## src/rtl/rate_shifter.sv

```systemverilog
// One-hot rate selector driven by debounced left/right buttons, with press edge
// detection, hold-to-auto-repeat, saturate or wrap at the ends, and a change strobe.
module rate_shifter #(
  parameter int WIDTH         = 4,
  parameter int WRAP          = 0,
  parameter int RESET_POS     = 0,
  parameter int REPEAT_DELAY  = 8,
  parameter int REPEAT_PERIOD = 4,
  parameter int PW            = $clog2(WIDTH)
) (
  input  logic             clk,
  input  logic             rst,
  input  logic             shift_left,
  input  logic             shift_right,
  output logic [WIDTH-1:0] out,
  output logic [PW-1:0]    pos,
  output logic             at_min,
  output logic             at_max,
  output logic             changed
);

  localparam int CNT_MAX = (REPEAT_DELAY > REPEAT_PERIOD) ? REPEAT_DELAY : REPEAT_PERIOD;
  localparam int CW      = $clog2(CNT_MAX + 1);

  localparam logic [CW-1:0]    DELAY_LAST  = CW'((REPEAT_DELAY > 0) ? REPEAT_DELAY - 1 : 0);
  localparam logic [CW-1:0]    PERIOD_LAST = CW'(REPEAT_PERIOD - 1);
  localparam logic [PW-1:0]    POS_MAX     = PW'(WIDTH - 1);
  localparam logic [PW-1:0]    POS_RESET   = PW'(RESET_POS);
  localparam logic [WIDTH-1:0] OUT_RESET   = WIDTH'(1) << RESET_POS;

  typedef enum logic [1:0] {
    IDLE        = 2'd0,
    HOLD_DELAY  = 2'd1,
    HOLD_REPEAT = 2'd2,
    BLOCKED     = 2'd3
  } state_t;

  state_t         state_reg, state_next;
  logic           dir_reg, dir_next;      // 1 = left button owns the current hold
  logic [CW-1:0]  cnt_reg, cnt_next;
  logic           prev_l_reg, prev_r_reg;
  logic [PW-1:0]  pos_reg, pos_next;
  logic [WIDTH-1:0] out_reg, out_next;
  logic           at_min_reg, at_max_reg, changed_reg;

  logic press_l, press_r;
  logic active_held, other_held;
  logic do_shift, shift_is_left;

  assign press_l     = shift_left  & ~prev_l_reg;
  assign press_r     = shift_right & ~prev_r_reg;
  assign active_held = dir_reg ? shift_left  : shift_right;
  assign other_held  = dir_reg ? shift_right : shift_left;

  // State register
  always_ff @(posedge clk or negedge rst) begin
    if (!rst) begin
      state_reg <= IDLE;
      dir_reg   <= 1'b0;
      cnt_reg   <= '0;
    end else begin
      state_reg <= state_next;
      dir_reg   <= dir_next;
      cnt_reg   <= cnt_next;
    end
  end

  // Next-state logic
  always_comb begin
    state_next = state_reg;
    dir_next   = dir_reg;
    case (state_reg)
      IDLE: begin
        if (shift_left && shift_right) begin
          state_next = BLOCKED;
        end else if (press_l || press_r) begin
          dir_next   = press_l;
          state_next = (REPEAT_DELAY == 0) ? IDLE : HOLD_DELAY;
        end
      end
      HOLD_DELAY: begin
        if (!active_held)               state_next = IDLE;
        else if (other_held)            state_next = BLOCKED;
        else if (cnt_reg == DELAY_LAST) state_next = HOLD_REPEAT;
      end
      HOLD_REPEAT: begin
        if (!active_held)    state_next = IDLE;
        else if (other_held) state_next = BLOCKED;
      end
      BLOCKED: begin
        if (!shift_left && !shift_right) state_next = IDLE;
      end
      default: state_next = IDLE;
    endcase
  end

  // Output logic: shift requests and repeat counter
  always_comb begin
    do_shift      = 1'b0;
    shift_is_left = dir_reg;
    cnt_next      = '0;
    case (state_reg)
      IDLE: begin
        if (!(shift_left && shift_right) && (press_l || press_r)) begin
          do_shift      = 1'b1;
          shift_is_left = press_l;
        end
      end
      HOLD_DELAY: begin
        if (active_held && !other_held) begin
          if (cnt_reg == DELAY_LAST) do_shift = 1'b1;
          else                       cnt_next = cnt_reg + CW'(1);
        end
      end
      HOLD_REPEAT: begin
        if (active_held && !other_held) begin
          if (cnt_reg == PERIOD_LAST) do_shift = 1'b1;
          else                        cnt_next = cnt_reg + CW'(1);
        end
      end
      default: cnt_next = '0;
    endcase
  end

  // Position update; a shift into a saturated end leaves pos unchanged
  always_comb begin
    pos_next = pos_reg;
    if (do_shift) begin
      if (shift_is_left) begin
        if (pos_reg != POS_MAX) pos_next = pos_reg + PW'(1);
        else if (WRAP != 0)     pos_next = '0;
      end else begin
        if (pos_reg != '0)      pos_next = pos_reg - PW'(1);
        else if (WRAP != 0)     pos_next = POS_MAX;
      end
    end
  end

  for (genvar gi = 0; gi < WIDTH; gi++) begin : g_onehot
    assign out_next[gi] = (pos_next == PW'(gi));
  end

  always_ff @(posedge clk or negedge rst) begin
    if (!rst) begin
      prev_l_reg  <= 1'b0;
      prev_r_reg  <= 1'b0;
      pos_reg     <= POS_RESET;
      out_reg     <= OUT_RESET;
      at_min_reg  <= (POS_RESET == '0);
      at_max_reg  <= (POS_RESET == POS_MAX);
      changed_reg <= 1'b0;
    end else begin
      prev_l_reg  <= shift_left;
      prev_r_reg  <= shift_right;
      pos_reg     <= pos_next;
      out_reg     <= out_next;
      at_min_reg  <= (pos_next == '0);
      at_max_reg  <= (pos_next == POS_MAX);
      changed_reg <= (pos_next != pos_reg);
    end
  end

  assign out     = out_reg;
  assign pos     = pos_reg;
  assign at_min  = at_min_reg;
  assign at_max  = at_max_reg;
  assign changed = changed_reg;

endmodule

```

## config.mk

```make
export PLATFORM = sky130hd
export DESIGN_NAME = rate_shifter
export DESIGN_NICKNAME = d
export VERILOG_FILES = /design/src/rtl/rate_shifter.sv
export SDC_FILE = /design/constraint.sdc
export NUM_CORES = 1
export LEC_CHECK = 0
export CAP_MARGIN = 0
export CORE_MARGIN = 2
export CORE_UTILIZATION = 55
export CTS_CLUSTER_DIAMETER = 100
export DETAILED_ROUTE_END_ITERATION = 6
export PLACE_DENSITY = 0.8
export SLEW_MARGIN = 40
export SYNTH_ARGS = -nofsm -noshare
export SYNTH_HDL_FRONTEND = slang
export SYNTH_SLANG_ARGS = --single-unit
export TNS_END_PERCENT = 30
```

## constraint.sdc

```tcl
create_clock -name clk -period 5.61 [get_ports clk]
set_input_delay 1.122 -clock clk [delete_from_list [all_inputs] [get_ports clk]]
set_output_delay 1.122 -clock clk [all_outputs]
set_load 0.1 [all_outputs]
```

==> results by stage, run 1 <==
Yosys:
- The mapped netlist covers 997.2 sq um.
- The number of instances in the synthesized netlist is 97.
- The portion of the post-synthesis area used by sequential elements is 40.28%.
- Counting distinct cell types in the post-synthesis netlist gives between 40 and 50.
- Each instance of the synthesized netlist takes up on average 10.28 sq um.
- Synthesis inferred 16 register bits.
- The number of flops mapped to enable cells by yosys is 0.
- For this run, asynchronously set or reset flops after synthesis account for 100.0%.
- The number of warnings reported in the yosys synthesis log is 0.
- The number of nets handed over by synthesis was around 110.
- The dominant synthesized flop cell is sky130_fd_sc_hd__dfrtp_1.

Timing:
- The post-route fraction of the period consumed by the critical path is between 50% and 60%.
- The highest clock frequency the design can meet is roughly 350 MHz.
- The number of setup violations in the final report is 0.
- The minimum clock period after layout is 2.879 ns.
- For the pin with the worst max-slew slack, the measured transition is approximately 0.49 ns.
- The max-slew violation total from the final report was 0.
- The accumulated negative setup slack is 0 ns.
- Setup repair after global routing left no endpoint under its margin.
- The hold violation total from the final report came to 0.
- The worst slew margin relative to its limit is 67.30%.
- Between clock sinks in the finished design, the worst skew comes to approximately 0.0049 ns.

Global routing:
- In the global route stage, overall resource usage came out at 21.47%.
- For this run, global-route usage on met1 was measured as 28.02%.
- In the global route stage, met3 resource usage came out at ~3.5%.
- The total global routing overflow is 0.
- The maximum number of pins on one net before global-route repair is 17.
- The global routing stage identified its most utilized layer as met2.
- The number of global-route vias before repair came to 692.
- The first global-routing pass estimated 3187 um of wire.
- Global routing used 34.17% of the available met2 tracks.
- The initial antenna violation count came to 0.

Clock network:
- In this run, post-CTS repair resized a total of 0 instances.
- CTS placed an instance of sky130_fd_sc_hd__clkbuf_4 at the clock tree root.
- TritonCTS built the clock tree.
- The count of hold buffers inserted by post-cts repair is 0.
- The total CTS buffers is 3.
- The later-pin clock latency in the skew report is 0.29 ns.
- In this run the number of H-tree levels came out at 1.
- Counting every sink on the clock net gives 16.
- After clock tree synthesis, the setup repair step added 0 buffers.
- In this run the deepest clock path goes through 2 buffers.
- Clock-pin slew was measured on the worst setup and hold paths at around 0.09 ns.

Floorplanning:
- The boundary pin count is 13.
- The die is 46.58 um wide.
- The placeable core region is about 1700 sq um.
- The floorplan step set the die height to 46.58 um.
- The count of standard-cell rows is 15.
- The floorplan step defined a die boundary enclosing 2170 sq um.
- The initial utilization of the core area, before any placement, comes to between 50 and 60%.

Critical path:
- The required time at the endpoint of the critical path is 5.79 ns.
- The delay of the slowest cell on the worst path is 0.62 ns.
- Broken down by cell family, the worst path's largest delay share belongs to compound AO/OA/AOI/OAI gates.
- The critical path in this run is classified as in -> reg.
- Traced cell by cell, the critical path runs through clkdlybuf4s50_1, or3b_4, a211o_4, a221oi_1, o21ba_1.
- The worst setup path is captured at a register.
- At the worst endpoint, the arrival time is 3.06 ns.
- The highest net fanout along the worst path is 14.
- The combined buffer and inverter count along the critical path is 1.
- The slowest stage of the critical path is the sky130_fd_sc_hd__clkdlybuf4s50_1 cell.
- The critical path launch point type is a primary input.

Drt:
- The final route contains 751 vias.
- The vias per cell is 5.689.
- The final layout contains routed wiring with a total length of 1813 um.
- After detailed routing, the average wire length per cell comes to 13.73 um.
- The number of routed nets with antenna violations is 0.
- The first detailed-routing pass ran for 4 iterations.
- The detailed router finished its first iteration with 22 violations.
- For this run, design rule violations remaining after detail routing come to 0.

Worst hold path:
- The class of the most critical hold timing path is reg -> reg.

Pwr:
- The worst IR drop on VDD is 285.3 uV.
- The combinational share of power is a little over half.
- For this design the ratio of total power to cell area is 468.2 nW/um^2.
- Summed over all nets, the switching power comes to between 0.2 and 0.3 mW.
- In this run the static leakage power is 0.4962 nW.
- Of the total power, the clock network draws 15.0%.
- The internal cell power is 0.2574 mW.
- The relative contribution of sequential cells to total power is 31.3%.
- Of the total power, the share spent switching nets is 49.43%.

Finish:
- The number of antenna diodes is 0.
- The layout overhead on the synthesized area is 9.034%.
- The net count of the finished layout is ~120.
- The number of inserted filler cells in the final layout is 143.
- The number of flip-flops in the largest register is 4.
- In the final layout, the share of cells above drive strength 1 is 20.56%.
- The final non-filler cell area is ~1100 sq um.

Flow run:
- The max-cap violation count is 0.

Place:
- Routability-driven placement finished with a final weighted congestion of approximately 0.78.
- Buffers placed on the I/O ports in this run total 12.
- The placed wire-length estimate after detailed placement is 1389 um.
- Summing all placed instances gives a cell area of 1056 sq um.

Run status:
- The flow ran to the end, and the final reports show no timing, DRC or antenna violations.
==> final timing paths <==
check                        startpoint    endpoint  slack, ns  depth (start not counted)
max in group asynchronous           rst      out[0]       4.57                          1
min in group asynchronous           rst     dir_reg       0.73                          1
max reg2reg                state_reg[0]      pos[0]       3.35                          6
min reg2reg                  cnt_reg[0]  cnt_reg[0]       0.48                          1
max                          shift_left      pos[0]       2.73                          5
min                          cnt_reg[0]  cnt_reg[0]       0.48                          1
==> metal layers <==
metal  share of wire [%]  vias to the layer above
met5                   0                        -
met4                0.77                        0
met3                 3.3                        2
met2                  49                       15
met1                  47                      357
li1                    -                      377
==> stage by stage <==
step                      hold slack (ns)  util, %  worst slack (ns)  total power [mW]  instances
after floorplan                    0.4325        -             3.130            0.3878         97
after global placement             0.4497    64.47             2.517            0.4392        128
after detailed placement           0.4758    61.83             2.438            0.4365        128
after CTS                          0.4898    63.96             2.761            0.5144        132
after global routing               0.4996    63.66             2.655            0.5440        132
final                              0.4811    63.66             2.731            0.5090        132
==> power groups by stage <==
stage	logic (mW)	clock network (mW)	registers [mW]
2_1_floorplan	0.158	0	0.230
3_3_place_gp	0.279	0	0.160
3_5_place_dp	0.274	0	0.162
4_1_cts	0.274	0.0804	0.160
5_1_grt	0.295	0.0855	0.164
6_report	0.273	0.0764	0.160
==> logic make-up after synthesis <==
| kind of cell | after synthesis | share of synthesized area, % |
|---|---|---|
| simple gates | 33 | 20.45 |
| compound gates | 24 | 18.82 |
| mux | 2 | 2.008 |
| flops | 16 | 40.28 |
| fa+ha+maj | 7 | 8.783 |
| xor+xnor | 3 | 2.635 |
| buf+inv | 12 | 7.025 |
==> cell usage after synthesis (all sizes together) (2+ instances only) <==
cell	number	share of area, %
ha	7	8.8
o21ai	4	2.0
o31ai	3	2.3
a221oi	2	1.8
nor3	3	1.5
nor2b	2	1.3
nand4	2	1.3
inv	6	2.3
clkbuf	2	1.8
nand3	3	1.5
o21a	3	2.3
nand3b	2	1.5
nor2	6	2.3
xnor2	2	1.8
mux2i	2	2.0
nand2	4	1.5
dfrtp	15	38
nor3b	2	1.5
and3	3	2.0
buf	4	3.0
==> cells in the final DEF (no fill, tap or decap), drive strengths merged, types with 2 or more instances in the layout <==
cell type / count
nand3b: 2
xnor2: 2
dfrtp: 15
and3: 3
nand2: 4
buf: 10
inv: 6
nor3b: 2
nor2: 6
mux2i: 2
clkdlybuf4s50: 2
o31ai: 3
nor3: 3
nand3: 3
a221oi: 2
clkbuf: 4
nor2b: 2
o21ai: 4
o21a: 3
nand4: 2
ha: 7
==> final cells by class <==
| type | instances | area, sq um | area share (%) |
|---|---|---|---|
| tap | 25 | 31.28 | 2.877 |
| sequential | 16 | 401.6 | 36.94 |
| clock buffer | 4 | 36.28 | 3.337 |
| timing repair buffer | 12 | 70.07 | 6.444 |
| inverter | 6 | 22.52 | 2.071 |
| multi-input combinational | 69 | 525.5 | 48.33 |
Power figures use the tool's default switching activity.
==> run 2, diff against run 1 <==
- CORE_UTILIZATION: 55 -> 48
- PLACE_DENSITY: 0.8 -> 0.74
- clock period: 5.61 -> 2.51 ns (I/O delays scaled with it)
==> results by stage, run 2 (synthesis results as in run 1) <==
Clock network:
- In this run, post-CTS hold repair placed 0 buffers.
- The tree is rooted in a sky130_fd_sc_hd__clkbuf_4.
- The number of gates resized after CTS was 0.
- No sink is reached through more buffers than the 2 on the longest clock path.
- Post-CTS timing repair inserted 0 buffers for setup.
- The later-pin clock latency in the skew report is about 0.28 ns.
- TritonCTS built the clock tree.
- The total CTS buffers is 3.
- The clock transition at the register clock pins on the worst setup and hold paths after CTS is around 0.1 ns.
- The sink count of the clock tree is 16.
- In this run the number of H-tree levels came out at 1.

Timing:
- Static timing analysis puts the maximum clock frequency at 453.8 MHz.
- Measured against its own limit, the worst slew margin works out to between 50% and 60%.
- For the final database, setup skew stands at 0.002010 ns.
- The slew at the pin closest to its max-slew limit is 0.7185 ns.
- Setup violations remaining at the end of the flow were counted as 0.
- The accumulated negative setup slack is 0 ns.
- The minimum clock period after layout is roughly 2.2 ns.
- The max-slew violation total from the final report is 0.
- Setup repair after global routing left no endpoint under its margin.
- The hold violation total from the final report came to 0.
- The post-route fraction of the period consumed by the critical path is roughly 88%.

Finish:
- The final non-filler cell area is 1132 sq um.
- After the last flow step, the layout net total stands at 121.
- The flip-flop and latch area is about 400 sq um.
- The proportion of layout cells with a drive suffix above 1 is between 20% and 30%.
- In the layout the commonest cells are sky130_fd_sc_hd__dfrtp_1 (15), sky130_fd_sc_hd__buf_4 (11), sky130_fd_sc_hd__ha_1 (7), sky130_fd_sc_hd__inv_1 (6), sky130_fd_sc_hd__nor2_1 (6).
- Leaving out fill and tap cells, the most frequent cell in the layout is sky130_fd_sc_hd__dfrtp_1.
- The multi-input combinational cells in the finished layout cover a total of 525.5 sq um.
- 0 antenna diodes ended up in the layout.
- Compared with the post-synthesis result, the final layout area differs by 13.55%.
- The number of inserted filler cells in the final layout is 200.
- The number of flip-flops in the largest register is 4.

Global routing:
- Entering global routing, the biggest net connects 17 pins.
- Summed over all layers, the global routing overflow is 0.
- The number of global-route vias before repair is a little under 700.
- The total global routing track utilization is 16.84%.
- The initial antenna violation count came to 0.
- The first global-routing pass estimated 3194 um of wire.

Floorplanning:
- The boundary pin count is 13.
- The height of the die is between 40 and 50 um.
- The die is 49.58 um wide.
- The placeable core region is 1962 sq um.
- The effective utilization at floorplan is 50.83%.
- The initialized floorplan defines 16 standard-cell rows.
- The die covers 2458 sq um.

Drt:
- In the routed design, unresolved DRC markers number 0.
- Detailed routing inserted a total of approximately 730 vias.
- The number of routed nets with antenna violations is 0.
- After detailed routing, the average wire length per cell comes to 13.65 um.
- The pre-antenna-repair detailed-routing pass consisted of 4 iterations.
- Using the TritonRoute via totals, the vias-per-cell ratio works out to 5.360.
- The total wire length after detailed routing is roughly 1900 um.
- The DRC marker count from the first detailed-route iteration is 6.

Critical path:
- The type of destination of the critical path is a register.
- The worst setup path is launched from a register.
- The startpoint of the most critical setup path is state_reg[0].
- The worst register-to-register path begins at state_reg[0].
- By startpoint and endpoint, the worst setup path is classified as reg -> reg.
- The end point of the critical path is pos[0].
- At the worst endpoint, the arrival time is 2.38 ns.
- The worst reg-to-reg path cell count is 6.
- The critical register-to-register path endpoint is pos[0].
- The required time at the endpoint of the critical path is 2.69 ns.
- In this run the register-to-register setup slack is between 0.3 and 0.4 ns.
- In this run the worst path has a maximum fanout of 8.

Run status:
- The run finished with clean final reports.

Place:
- After legalization and detailed placement, the total HPWL measured 1365 um.
- The count of buffers added on input and output ports is 12.
- After detailed placement, the total cell area comes to between 1000 and 1500 sq um.
- The weighted congestion at the end of routability-driven global placement is roughly 0.73.

Worst hold path:
- The class of the most critical hold timing path is reg -> reg.

Pwr:
- The analysis attributes to cell leakage a power of a little over 0.5 nW.
- The worst IR drop on VDD is 856.3 uV.
- The power per cell area is between 1000 and 1500 nW/um^2.
- The design draws 1.152 mW.

Flow run:
- The max-cap violation count is 0.
run 2: changes by cell type in the layout (fill, tap and decap cells not counted):
cell                              before  now
sky130_fd_sc_hd__buf_4                 0   11
sky130_fd_sc_hd__clkdlybuf4s50_1       2    3
sky130_fd_sc_hd__buf_2                10    0
run 2: where the power goes:
part / internal (mW) / total, mW / switching [mW] / leakage [nW]
clock: 0.0882 / 0.171 / 0.0831 / 0.0210
combinational: 0.200 / 0.625 / 0.425 / 0.298
sequential: 0.305 / 0.356 / 0.0516 / 0.193
run 2: routing by layer:
metal  share of wire [%]  up-vias  global-route usage (%)
met3                 1.4        2                   2.121
met1                  49      350                   24.02
met5                   0        -                       0
li1                    -      373                       -
met4                 1.1        0                   5.556
met2                  48        4                   26.44
run 2: worst min path at each step:
stage	cells past startpoint	slack [ns]	endpoint	start
after floorplan	0	0.21	at_max	rst
final	1	0.47	cnt_reg[0]	cnt_reg[0]
after detailed placement	1	0.46	cnt_reg[0]	cnt_reg[0]
after global routing	1	0.51	cnt_reg[0]	cnt_reg[0]
after global placement	1	0.45	cnt_reg[0]	cnt_reg[0]
after CTS	1	0.47	cnt_reg[0]	cnt_reg[0]
run 2: layout make-up:
cell class | instances | area share, %
clock buffer | 4 | 3.204
inverter | 6 | 1.989
multi-input combinational | 69 | 46.41
sequential | 16 | 35.47
tap | 27 | 2.983
timing repair buffer | 14 | 9.945
run 2: stage by stage:
stage	instances	setup slack (ns)	hold WS [ns]	utilization, %
after global routing	136	0.1715	0.5061	57.72
after global placement	132	0.2603	0.4486	55.87
after CTS	136	0.3027	0.4720	57.72
after floorplan	97	0.4527	0.2064	-
after detailed placement	132	0.2128	0.4586	55.87
final	136	0.3063	0.4699	57.72
run 2: worst max-delay path, stage by stage (launching register included):
cell,delay (ns)
sky130_fd_sc_hd__dfrtp_1,0.42
sky130_fd_sc_hd__inv_1,0.11
sky130_fd_sc_hd__ha_1,0.32
sky130_fd_sc_hd__or4bb_1,0.50
sky130_fd_sc_hd__a211o_4,0.32
sky130_fd_sc_hd__a221oi_1,0.25
sky130_fd_sc_hd__o21ba_1,0.18
